File: config.mk
export PLATFORM = sky130hd
export DESIGN_NAME = rlwe_vec_lsu
export DESIGN_NICKNAME = d
export VERILOG_FILES = /design/src/rtl/rlwe_vec_lsu.sv
export SDC_FILE = /design/constraint.sdc
export NUM_CORES = 1
export LEC_CHECK = 0
export CAP_MARGIN = 0
export CELL_PAD_IN_SITES_DETAIL_PLACEMENT = 1
export CELL_PAD_IN_SITES_GLOBAL_PLACEMENT = 2
export CORE_AREA = 2 2 439 441
export CTS_CLUSTER_DIAMETER = 40
export CTS_CLUSTER_SIZE = 8
export DETAILED_ROUTE_END_ITERATION = 6
export DIE_AREA = 0 0 441 443
export GPL_TIMING_DRIVEN = 0
export PLACE_DENSITY_LB_ADDON = 0.1
export SYNTH_ARGS = -nofsm -noshare
export SYNTH_HDL_FRONTEND = slang
export SYNTH_SLANG_ARGS = --single-unit
File: constraint.sdc
create_clock -name clk -period 10.2 [get_ports clk]
set_input_delay 3.06 -clock clk [delete_from_list [all_inputs] [get_ports clk]]
set_output_delay 3.06 -clock clk [all_outputs]
set_load 0.01 [all_outputs]
File: src/rtl/rlwe_vec_lsu.sv
// Vector load/store burst sequencer between the RLWE datapath and the RLWE dmem router port.
// Optional: define RLWE_LSU_WINDOW_CHK_EN to reject bursts that cross a 64 KiB router window.
module rlwe_vec_lsu #(
    parameter int unsigned LANE          = 8,
    parameter int unsigned LEN_W         = 12,
    parameter int unsigned RD_FIFO_DEPTH = 4
) (
    input  logic                 clk,
    input  logic                 rst_n,
    input  logic                 i_cmd_valid,
    output logic                 o_cmd_ready,
    input  logic                 i_cmd_write,
    input  logic [31:0]          i_cmd_addr,
    input  logic [LEN_W-1:0]     i_cmd_len,
    input  logic                 i_wr_valid,
    output logic                 o_wr_ready,
    input  logic [LANE*32-1:0]   i_wr_data,
    output logic                 o_rd_valid,
    input  logic                 i_rd_ready,
    output logic [LANE*32-1:0]   o_rd_data,
    output logic                 o_done,
    output logic                 o_err,
    output logic                 o_dmem_req,
    input  logic                 i_dmem_req_ack,
    output logic                 o_dmem_cmd,
    output logic [1:0]           o_dmem_width,
    output logic [31:0]          o_dmem_addr,
    output logic [LANE*32-1:0]   o_dmem_wdata,
    input  logic [LANE*32-1:0]   i_dmem_rdata,
    input  logic [1:0]           i_dmem_resp
);

    localparam int unsigned DW     = LANE * 32;
    localparam logic [31:0] STRIDE = 32'(LANE * 4);
    localparam int unsigned PTR_W  = $clog2(RD_FIFO_DEPTH);
    localparam int unsigned CNT_W  = PTR_W + 1;
    localparam int unsigned CRD_W  = CNT_W + 1;

    // SCR1 memory-interface encodings: cmd RD=0/WR=1, width WORD=2'b10, resp RDY_OK/RDY_ER.
    localparam logic [1:0] WIDTH_WORD = 2'b10;
    localparam logic [1:0] RESP_OK    = 2'b01;
    localparam logic [1:0] RESP_ER    = 2'b10;

    typedef enum logic [1:0] {StIdle, StIssue, StWait, StFin} state_e;

    state_e             r_state;
    state_e             w_state_d;
    logic [31:0]        r_addr;
    logic [31:0]        w_addr_d;
    logic [LEN_W-1:0]   r_remaining;
    logic [LEN_W-1:0]   w_remaining_d;
    logic               r_write;
    logic               w_write_d;
    logic               r_err;
    logic               w_err_d;
    logic               r_outstanding;
    logic               w_outstanding_d;

    logic [DW-1:0]      r_mem [RD_FIFO_DEPTH];
    logic [PTR_W-1:0]   r_wptr;
    logic [PTR_W-1:0]   r_rptr;
    logic [CNT_W-1:0]   r_count;

    logic               w_resp_ok;
    logic               w_resp_er;
    logic               w_fifo_empty;
    logic               w_push;
    logic               w_pop;
    logic               w_credit_ok;
    logic               w_slot_free;
    logic               w_issue_ok;
    logic               w_accept;
    logic               w_window_cross;

    assign w_resp_ok    = r_outstanding && (i_dmem_resp == RESP_OK);
    assign w_resp_er    = r_outstanding && (i_dmem_resp == RESP_ER);
    assign w_fifo_empty = (r_count == '0);
    assign w_push       = w_resp_ok && !r_write;
    assign w_pop        = o_rd_valid && i_rd_ready;

    // Every in-flight load owns a FIFO slot; a pop this cycle frees one early.
    assign w_credit_ok  = (CRD_W'(r_count) + CRD_W'(r_outstanding))
                          < (CRD_W'(RD_FIFO_DEPTH) + CRD_W'(w_pop));
    assign w_slot_free  = !r_outstanding || w_resp_ok;
    assign w_issue_ok   = (r_state == StIssue) && w_slot_free
                          && (r_write ? i_wr_valid : w_credit_ok);
    assign w_accept     = w_issue_ok && i_dmem_req_ack;

    assign o_dmem_req   = w_issue_ok;
    assign o_wr_ready   = w_accept && r_write;
    assign o_dmem_cmd   = r_write;
    assign o_dmem_width = WIDTH_WORD;
    assign o_dmem_addr  = r_addr;
    assign o_dmem_wdata = ((r_state == StIssue) && r_write) ? i_wr_data : '0;

`ifdef RLWE_LSU_WINDOW_CHK_EN
    logic [31:0] w_last_addr;
    assign w_last_addr    = i_cmd_addr + (32'(i_cmd_len) * STRIDE) - 32'd1;
    assign w_window_cross = (i_cmd_len != '0) && (i_cmd_addr[31:16] != w_last_addr[31:16]);
`else
    assign w_window_cross = 1'b0;
`endif

    always_comb begin
        w_state_d       = r_state;
        w_addr_d        = r_addr;
        w_remaining_d   = r_remaining;
        w_write_d       = r_write;
        w_err_d         = r_err;
        w_outstanding_d = r_outstanding;
        o_cmd_ready     = 1'b0;
        o_done          = 1'b0;
        o_err           = 1'b0;

        if (w_resp_ok || w_resp_er) begin
            w_outstanding_d = 1'b0;
        end
        if (w_accept) begin
            w_outstanding_d = 1'b1;
        end

        unique case (r_state)
            StIdle: begin
                // Hold off new bursts until the datapath has drained earlier load data.
                o_cmd_ready = w_fifo_empty;
                if (i_cmd_valid && w_fifo_empty) begin
                    w_addr_d      = i_cmd_addr;
                    w_remaining_d = i_cmd_len;
                    w_write_d     = i_cmd_write;
                    w_err_d       = w_window_cross;
                    if ((i_cmd_len == '0) || w_window_cross) begin
                        w_state_d = StFin;
                    end else begin
                        w_state_d = StIssue;
                    end
                end
            end
            StIssue: begin
                if (w_resp_er) begin
                    w_err_d   = 1'b1;
                    w_state_d = StFin;
                end else if (w_accept) begin
                    w_addr_d      = r_addr + STRIDE;
                    w_remaining_d = r_remaining - LEN_W'(1);
                    if (r_remaining == LEN_W'(1)) begin
                        w_state_d = StWait;
                    end
                end
            end
            StWait: begin
                if (w_resp_er) begin
                    w_err_d   = 1'b1;
                    w_state_d = StFin;
                end else if (w_resp_ok) begin
                    w_state_d = StFin;
                end
            end
            StFin: begin
                o_done    = 1'b1;
                o_err     = r_err;
                w_state_d = StIdle;
            end
            default: begin
                w_state_d = StIdle;
            end
        endcase
    end

    always_ff @(posedge clk or negedge rst_n) begin
        if (!rst_n) begin
            r_state       <= StIdle;
            r_addr        <= '0;
            r_remaining   <= '0;
            r_write       <= 1'b0;
            r_err         <= 1'b0;
            r_outstanding <= 1'b0;
        end else begin
            r_state       <= w_state_d;
            r_addr        <= w_addr_d;
            r_remaining   <= w_remaining_d;
            r_write       <= w_write_d;
            r_err         <= w_err_d;
            r_outstanding <= w_outstanding_d;
        end
    end

    always_ff @(posedge clk or negedge rst_n) begin
        if (!rst_n) begin
            r_wptr  <= '0;
            r_rptr  <= '0;
            r_count <= '0;
        end else begin
            if (w_push) begin
                r_wptr <= r_wptr + PTR_W'(1);
            end
            if (w_pop) begin
                r_rptr <= r_rptr + PTR_W'(1);
            end
            if (w_push && !w_pop) begin
                r_count <= r_count + CNT_W'(1);
            end else if (!w_push && w_pop) begin
                r_count <= r_count - CNT_W'(1);
            end
        end
    end

    always_ff @(posedge clk) begin
        if (w_push) begin
            r_mem[r_wptr] <= i_dmem_rdata;
        end
    end

    assign o_rd_valid = !w_fifo_empty;
    assign o_rd_data  = w_fifo_empty ? '0 : r_mem[r_rptr];

    a_no_overflow : assert property (@(posedge clk) disable iff (!rst_n)
        !(w_push && (r_count == CNT_W'(RD_FIFO_DEPTH))))
        else $fatal(1, "rlwe_vec_lsu: read FIFO push while full");

endmodule
==> flow_metrics.py <==
metrics = {
    "outcome": {
        "outcome": "complete, no violations",
    },
    "yosys": {
        "synth_warnings": 0,
        "synth_nets": 2942,
        "synth-edff-count": 1024,
        "netlist_top_cells_area": "edfxtp_1 70%, mux4_2 13%, and2_1 3.8%",
        "syn-instance-count": 2362,
        "synthMostInstantiatedCell": "edfxtp_1",
        "yosysTopAreaCell": "edfxtp_1",
        "ys_ff_latch": 1080,
        "async_flop_share_pct": 5.19,
        "synth-main-ff-cell": "edfxtp_1",
        "synth_commonest_cells": "1024 x edfxtp_1, 265 x and2_1, 258 x and3_1, 256 x mux4_2, 116 x clkbuf_1",
        "synth_seq_area_share_pct": 73.1,
        "syn_avg_cell_area_um2": 18.6,
        "yosysUniqueCellTypes": 69,
        "syn_area_um2": 44000,
        "synth_top_area_share_pct": 70.0,
    },
    "place": {
        "hpwl_mm": 167,
        "pre_cts_ws_ns": 1.81,
        "post-place-cells": 6029,
        "portBuffers": 1115,
        "dpl-instance-area_um2": 59000,
        "gp_congestion": 0.932,
    },
    "grt": {
        "grt_max_degree": 53,
        "grt_pass1_wl_mm": 297,
        "grt_use_total_pct": 22.8,
        "grt_overflow": 0,
        "antenna_found_initial": 108,
        "first_global_vias": 31065,
    },
    "timing": {
        "clock_skew_ns": 0.0361,
        "worstMarginPinSlew_ns": 1.27,
        "slew_headroom_pct": 15.4,
        "slew_violations": 0,
        "fin_crit_ns": 8.34,
        "fin_ws_ns": 1.86,
        "hold_viol": 0,
        "max_freq_mhz": 120,
        "timing.final.crit_share_pct": 81.8,
        "rsz0062_at_grt": "no",
        "fin_tns_setup_ns": 0,
        "setup_viol": 0,
    },
    "final_layout": {
        "final_area_um2": 66200,
        "nNetsFinal": 4299,
        "instances_no_fill": 6436,
        "drive_gt1_share_pct": 16.9,
        "area_delta_synth_final_pct": 50.6,
    },
    "routing": {
        "drc_errors": 0,
        "antenna_left": 0,
        "vias": 28874,
        "finalWirelength_mm": 225,
        "dr.first_iter.drc_count": 1538,
        "wire_per_inst_um": 35.0,
        "viasPerCell": 4.49,
        "drt_first_pass_iters": 5,
    },
    "floorplanning": {
        "num_rows": 161,
        "start_util_pct": 23.0,
        "io_pins": 1118,
        "die_area_um2": 195000,
        "die_h_um": 443,
        "coreArea_um2": 191000,
        "die_w_um": 441,
    },
    "clocking": {
        "clock_latency_ns": 0.85,
        "postCtsSetupRepairBufs": 0,
        "root_buffer": "clkbuf_16",
        "cts_buffers": 214,
        "ctsHtreeMaxLevel": 4,
        "tritoncts": "yes",
        "path_clk_slew_ns": 0.04,
        "cts.sinks": 1080,
        "hold_buffers": 0,
        "cts_buffer_depth": 3,
        "cts_resized": 0,
    },
    "critical_path": {
        "rr_startpoint": "o_dmem_cmd",
        "crit_path_max_fanout": 3,
        "cp.required_ns": 7.14,
        "r2r_cells": 6,
        "arrival_ns": 5.28,
        "end_kind": "output port",
        "r2r_end": "r_mem[3][7]",
        "rrSetupSlack_ns": 6.51,
        "crit_type": "input pin to output port",
        "cp-start-kind": "input pin",
    },
    "worst_hold_path": {
        "min_path_cells": 2,
        "worstHoldStart": "o_dmem_addr[3]",
        "hold_path_class": "register to register",
        "whs_endpoint": "o_dmem_addr[3]",
    },
    "power_and_ir_drop": {
        "worst_ir_drop_vdd_mv": 0.158,
        "powerDensity_nw_per_um2": 296,
        "p_leak_nw": 22.6,
    },
    "flow_run": {
        "drv_cap": 0,
    },
}
registers in the layout, indices dropped and copies added (netlist names):
name           flops
r_state            2
r_count            3
r_rptr             2
r_remaining       12
r_outstanding      1
o_dmem_addr       32
r_wptr             2
o_dmem_cmd         1
r_mem           1024
r_err              1
how the worst max path moves through the flow:
| stage | endpoint | slack, ns | from |
|---|---|---|---|
| 2_1_floorplan | r_mem[0][0] | 2.73 | i_dmem_resp[0] |
| 3_3_place_gp | r_mem[0][202] | -1.75 | i_dmem_resp[0] |
| 3_5_place_dp | o_wr_ready | 1.81 | i_rd_ready |
| 4_1_cts | o_wr_ready | 1.80 | i_rd_ready |
| 5_1_grt | o_wr_ready | 1.74 | i_rd_ready |
| 6_report | o_wr_ready | 1.86 | i_dmem_resp[0] |
report_power, final:
part	leakage [nW]	switching (mW)	internal, mW
registers	9.86	0.190	5.09
logic	9.32	4.04	3.39
clock network	3.40	2.39	4.47
total	22.6	6.62	13.0
critical path, stage by stage:
cell,delay [ns]
clkdlybuf4s50_1,0.51
nor2b_1,0.25
o2111ai_1,0.22
nor2_1,0.34
and3_1,0.20
clkdlybuf4s50_1,0.69
kinds of logic (layout without fill, tap and decap cells):
| group | after synthesis | count (layout) | synth area share, % |
|---|---|---|---|
| buffers and inverters | 189 | 1710 | 1.74 |
| adders and majority gates | 15 | 15 | 0.444 |
| AOI/OAI and AO/OA | 137 | 137 | 2.10 |
| DFF | 1080 | 1080 | 73.1 |
| and+or+nand+nor | 670 | 670 | 9.16 |
| muxes | 261 | 261 | 13.2 |
| xor gates and xnor gates | 8 | 8 | 0.159 |
| other | 2 | 29 | 0.0171 |
per-stage QoR:
step / total power, mW / utilization (%) / hold slack [ns]
5_1_grt: 20.4 / 34.6 / 0.514
3_5_place_dp: 12.9 / 30.9 / 0.474
3_3_place_gp: 12.9 / 30.5 / 0.464
6_report: 19.6 / 34.6 / 0.483
2_1_floorplan: 8.62 / - / 0.448
4_1_cts: 19.9 / 34.6 / 0.484
area by class of cell:
cell class	count	area (µm²)
Sequential cell	1080	32200
Inverter	20	75.1
Clock inverter	138	1680
Timing Repair Buffer	1141	11900
Clock buffer	242	5480
Buffer	169	691
Antenna cell	27	67.6
Tap cell	2526	3160
Multi-Input combinational cell	1093	11000
Fill cell	19332	125000
layout by cell type, fill, tap and decap left out, drive strengths merged, types with 5 or more instances in the layout:
cell type      count
dfrtp             56
nor2              17
nand4              9
nor4              10
xnor2              5
mux4             256
clkinv            90
inv               21
nand3             19
o221ai             7
clkbuf           358
a21oi             29
diode             27
and2             265
edfxtp          1024
o22ai             10
a211oi             8
nand2             52
clkdlybuf4s50   1114
clkinvlp          22
o21ai             31
a2bb2oi            8
a31oi             16
buf               80
and3             258
nor3              15
ha                14
bufinv            25
routing by layer:
metal	up-vias	track usage [%]	wire [µm]
met5	-	0	190
met4	28	12.9	13500
met3	470	7.51	15300
met2	1171	40.6	118000
met1	14883	23.2	78000
li1	12322	-	-
Power figures use the tool's default switching activity.
